===== src/rtl/mtcmos_retention_reg.sv =====
// ---------------------------------------------------------------------------
// mtcmos_retention_reg
//   WIDTH-bit MTCMOS state-retention register. Keeps its value across a full
//   power-down of the gated domain and sequences the header switch, the output
//   isolation and retention save/restore with a registered FSM:
//     ACTIVE -> SAVE -> OFF -> WAKE (WAKE_CYCLES) -> RESTORE -> ACTIVE
//
// Ports
//   clk        always-on clock, all state updates on posedge
//   rst        asynchronous, active-high reset
//   d          data input
//   en         load enable, honoured only in ACTIVE
//   sleep_req  level request from the power controller to power down
//   q          isolated output: ISO_VAL while iso_en=1, else main register
//   sleep_ack  1 while in OFF (rail gated, value retained)
//   pwr_en     header-switch enable, 0 only in OFF
//   iso_en     output isolation, 1 in SAVE, OFF, WAKE and RESTORE
//   ready      1 only in ACTIVE
//   sleep_cnt  saturating count of completed sleep cycles (SLEEP_CNT_EN only)
//
// Configuration macro
//   SLEEP_CNT_EN  adds the 16-bit sleep_cnt port and its counter
// ---------------------------------------------------------------------------
module mtcmos_retention_reg #(
    parameter int                 WIDTH       = 8,
    parameter int                 WAKE_CYCLES = 4,
    parameter logic [WIDTH-1:0]   RESET_VAL   = '0,
    parameter logic [WIDTH-1:0]   ISO_VAL     = '0
) (
    input  logic             clk,
    input  logic             rst,
    input  logic [WIDTH-1:0] d,
    input  logic             en,
    input  logic             sleep_req,
    output logic [WIDTH-1:0] q,
    output logic             sleep_ack,
    output logic             pwr_en,
    output logic             iso_en,
    output logic             ready
`ifdef SLEEP_CNT_EN
    ,
    output logic [15:0]      sleep_cnt
`endif
);

    localparam int CNT_W = $clog2(WAKE_CYCLES + 1);
    localparam logic [CNT_W-1:0] WAKE_LAST = CNT_W'(WAKE_CYCLES - 1);

    typedef enum logic [2:0] {
        ST_ACTIVE,
        ST_SAVE,
        ST_OFF,
        ST_WAKE,
        ST_RESTORE
    } state_e;

    state_e             state_q, state_d;
    logic [WIDTH-1:0]   main_q, main_d;
    logic [WIDTH-1:0]   ret_q, ret_d;
    logic [CNT_W-1:0]   wake_cnt_q, wake_cnt_d;
    logic               pwr_en_q, iso_en_q, sleep_ack_q, ready_q;

    // Next-state and datapath decode.
    // NOTE: every variable gets a hold default before the case so no path
    // leaves one unassigned; otherwise synthesis infers a latch.
    always_comb begin
        state_d    = state_q;
        main_d     = main_q;
        ret_d      = ret_q;
        wake_cnt_d = wake_cnt_q;
        unique case (state_q)
            ST_ACTIVE: begin
                // Load and sleep together: the load lands first and is the
                // value captured in SAVE on the following edge.
                if (en) main_d = d;
                if (sleep_req) state_d = ST_SAVE;
            end
            ST_SAVE: begin
                ret_d   = main_q;
                main_d  = '0;          // gated state is lost once the rail drops
                state_d = ST_OFF;      // unconditional: OFF lasts at least one cycle
            end
            ST_OFF: begin
                if (!sleep_req) begin
                    state_d    = ST_WAKE;
                    wake_cnt_d = '0;
                end
            end
            ST_WAKE: begin
                if (wake_cnt_q == WAKE_LAST) state_d = ST_RESTORE;
                else                         wake_cnt_d = wake_cnt_q + CNT_W'(1);
            end
            ST_RESTORE: begin
                main_d  = ret_q;
                state_d = ST_ACTIVE;
            end
            default: state_d = ST_ACTIVE;
        endcase
    end

    // State, data and control registers. Control outputs are decoded from the
    // next state so they change on the same edge as the state itself.
    // NOTE: the retention register sits in the reset branch like the rest of
    // the state; it is a plain register, and reset is defined to discard the
    // retained value.
    always_ff @(posedge clk or posedge rst) begin
        if (rst) begin
            state_q     <= ST_ACTIVE;
            main_q      <= RESET_VAL;
            ret_q       <= RESET_VAL;
            wake_cnt_q  <= '0;
            pwr_en_q    <= 1'b1;
            iso_en_q    <= 1'b0;
            sleep_ack_q <= 1'b0;
            ready_q     <= 1'b1;
        end else begin
            // NOTE: non-blocking assignments so every register samples the
            // pre-edge values, independent of statement order.
            state_q     <= state_d;
            main_q      <= main_d;
            ret_q       <= ret_d;
            wake_cnt_q  <= wake_cnt_d;
            pwr_en_q    <= (state_d != ST_OFF);
            iso_en_q    <= (state_d != ST_ACTIVE);
            sleep_ack_q <= (state_d == ST_OFF);
            ready_q     <= (state_d == ST_ACTIVE);
        end
    end

`ifdef SLEEP_CNT_EN
    logic [15:0] sleep_cnt_q;

    // One count per RESTORE->ACTIVE transition, saturating at all-ones.
    always_ff @(posedge clk or posedge rst) begin
        if (rst) begin
            sleep_cnt_q <= '0;
        end else if (state_q == ST_RESTORE && sleep_cnt_q != 16'hFFFF) begin
            sleep_cnt_q <= sleep_cnt_q + 16'd1;
        end
    end

    assign sleep_cnt = sleep_cnt_q;
`endif

    // Isolation clamp: the cleared main register is never visible.
    assign q         = iso_en_q ? ISO_VAL : main_q;
    assign pwr_en    = pwr_en_q;
    assign iso_en    = iso_en_q;
    assign sleep_ack = sleep_ack_q;
    assign ready     = ready_q;

endmodule


===== config.mk =====
export PLATFORM = sky130hd
export DESIGN_NAME = mtcmos_retention_reg
export DESIGN_NICKNAME = d
export VERILOG_FILES = /design/src/rtl/mtcmos_retention_reg.sv
export SDC_FILE = /design/constraint.sdc
export NUM_CORES = 1
export LEC_CHECK = 0
export BUFFER_PORTS_ARGS = -buffer_cell sky130_fd_sc_hd__buf_2
export CAP_MARGIN = 20
export CELL_PAD_IN_SITES_DETAIL_PLACEMENT = 1
export CELL_PAD_IN_SITES_GLOBAL_PLACEMENT = 2
export CORE_MARGIN = 2
export CORE_UTILIZATION = 34
export DETAILED_ROUTE_END_ITERATION = 8
export PLACE_DENSITY = 0.76
export SLEW_MARGIN = 20
export SYNTH_ARGS = -nofsm -noshare
export SYNTH_HDL_FRONTEND = slang
export SYNTH_SLANG_ARGS = --single-unit

===== constraint.sdc =====
create_clock -name clk -period 2 [get_ports clk]
set_input_delay 0.2 -clock clk [delete_from_list [all_inputs] [get_ports clk]]
set_output_delay 0.2 -clock clk [all_outputs]
set_load 0.05 [all_outputs]

==> impl_metrics.toml <==
[layout]
syn_to_final_growth_pct = 19.3
ff_latch_area_um2 = 653
diodes = 0
drive_above_1_share_pct = 33.3
fin_area_mm2 = 0.00154
nets = 162
multi_input_area_um2 = 513
num-fill-cells = 419

[sta]
fin_worst_skew_ns = 0.00237
holdWs_ns = 0.275
hold_viol = 0
setup-violations-final = 0
setup_tns_ns = 0
tightest_slew_ns = 0.709
clock.fmax_mhz = 606
slew_violations = 0
slew_headroom_pct = 52.6
fin_crit_sh_pct = 82.5
period_minus_slack_ns = 1.65
rsz0062_at_grt = "false"

[synth]
ys_ff_latch = 26
synth_area_mm2 = 0.00129
synth_compound_area_share_pct = 14.3
synth_xor_xnor_area_share_pct = 0
yosys.area_share.simple_pct = 11.6
synthMuxAreaShare_pct = 11.9
synth_nets = 136
yosysSeqAreaShare_pct = 50.6
synth_edf_count = 0
synth.avg_cell_area_um2 = 10.6
synthFlopType = "dfrtp_1"
synth_top_family_by_area = "compound AO/OA/AOI/OAI gates"
yosysWarnings = 0
yosys.area_share.adder_pct = 1.94
async_reset_ff_share_pct = 100
synth_cells = 122
ys_types = 24

[clocking]
cts_buffer_depth = 2
cts_buffers = 3
cts_tree = "built"
htree_levels = 1
clock-sinks = 26
insertion_delay_ns = 0.27
clk_pin_slew_worst_paths_ns = 0.09
cts-root-buf = "clkbuf_8"

[critical_path]
crit_slowest_cell = "dfrtp_1"
crit_arrival_ns = 1.81
startpoint_type = "register"
worstSetupPathType = "register to register"
cpPeakStageDelay_ns = 0.41
path_delay_family = "multiplexers"
path_max_fanout = 3
crit_required_ns = 2.16
crit_path_end_kind = "register"
cp_num_buf_inv = 0
crit_path_cell_trace = "ha_1, ha_1, mux2i_1, nand3b_1, mux2_2"
cpMostUsedCell = "ha_1"

[route]
drcViolationCount = 0
drtIter0Drc = 65
via_per_inst = 4.92
vias = 960
drt-total-wl_um = 2850
ant_nets = 0
first_pass_iters = 5
wl_per_cell_um = 14.6

[placed_design]
portBuffers = 23
dp_hpwl_um = 2070
postPlaceCellArea_mm2 = 0.00146
gp_congestion = 0.731

[power]
p_per_area_mw_per_mm2 = 1670
p_leak_uw = 0.000784
p_total_uw = 2570
peakVddDrop_mv = 0.621

[global_route]
grt_pass1_vias = 1071
grt-ovfl-total = 0
grt_max_degree = 27
grt_use_total_pct = 15.5
antenna_found_initial = 0
grt_first_pass_wirelength_um = 5090

[floorplan]
die_height_um = 65.6
rows = 22
die_x_um = 65.6
die_area_mm2 = 0.00430
initial_utilization_pct = 35.2
io_pins = 24
coreArea_mm2 = 0.00366

[run_status]
status = "finished clean"

[min_path]
worstHoldPathType = "input pin to register"

[flow_run]
maxCapViolCount = 0
Yosys cell counts, drive strengths merged (2+ instances only):
library cell / count / area, µm²
nor2b: 2 / 12.5
ha: 2 / 25.0
buf: 7 / 41.3
nand3b: 2 / 15.0
or2: 2 / 12.5
dfrtp: 24 / 601
a21o: 8 / 60.1
a222oi: 8 / 80.1
inv: 21 / 78.8
mux2i: 3 / 30.0
mux2: 11 / 124
nor2: 23 / 86.3
dfstp: 2 / 52.6
through the flow:
stage               cells  utilization, %  setup slack, ns
detailed placement    190            39.8            0.389
global route          195            42.0            0.258
global placement      190            39.8            0.429
finish                195            42.0            0.350
CTS                   195            42.0            0.349
floorplan             122               -            0.342
worst paths after layout:
| path | start | end | slack (ns) | depth (start not counted) |
|---|---|---|---|---|
| max reg2reg | wake_cnt_q[0] | wake_cnt_q[0] | 0.35 | 5 |
| min reg2reg | ret_q[6] | ret_q[6] | 0.51 | 1 |
| min in group asynchronous | rst | sleep_ack | 0.52 | 4 |
| max in group asynchronous | rst | ready | 1.18 | 4 |
| min | d[6] | main_q[6] | 0.28 | 4 |
| max | wake_cnt_q[0] | wake_cnt_q[0] | 0.35 | 5 |
placed cells by master, fill, tap and decap left out:
cell,count
a21o_1,8
a21oi_2,1
a222oi_1,8
a31oi_1,1
buf_2,23
buf_4,5
bufinv_16,1
clkbuf_8,3
dfrtp_1,24
dfstp_2,2
dlygate4sd3_1,1
ha_1,2
inv_1,21
mux2_1,1
mux2_2,10
mux2i_1,3
nand3b_1,2
nor2_1,23
nor2b_1,2
nor3_1,1
nor3b_4,1
o21bai_1,1
o31ai_4,1
or2_2,2
logic make-up (layout without fill, tap and decap cells):
family,Yosys count,count (layout)
compound gates,20,20
fa+ha+maj,2,2
buf+inv,29,54
flops,26,26
mux,14,14
simple gates,31,31
metal layers:
layer | wire, µm | up-vias | GRT usage (%)
met5 | 0 | - | 0
met4 | 27 | 0 | 4.69
met3 | 97 | 2 | 2.23
met2 | 1370 | 24 | 25.8
met1 | 1350 | 475 | 20.8
li1 | - | 459 | -
final cells by class:
class	count	area share [%]
Clock buffer	3	2.68
Clock inverter	1	1.95
Inverter	21	5.12
Multi-Input combinational cell	67	33.3
Sequential cell	26	42.4
Tap cell	48	3.90
Timing Repair Buffer	29	10.6
worst min-delay path, stage by stage:
cell,delay [ns]
buf_2,0.10
inv_1,0.04
a21o_1,0.10
a222oi_1,0.07
flip-flops by register name, summed over array words and instances, names as in the netlist:
name / cells
main_q: 8
ret_q: 8
state_q: 3
wake_cnt_q: 3
iso_en: 1
pwr_en: 1
ready: 1
sleep_ack: 1
what timing repair did:
action	CTS	global route
endpoints found under the setup margin	0	0
gates resized for setup	0	0
hold endpoints to repair	24	0
buffers inserted	0	0
hold buffers	1	0
report_power, final:
group | internal [µW] | switching (µW) | total (µW)
registers | 785 | 163 | 948
clock network | 268 | 167 | 435
logic | 508 | 682 | 1190
total | 1560 | 1010 | 2570
(Power assumes the default switching activity.)
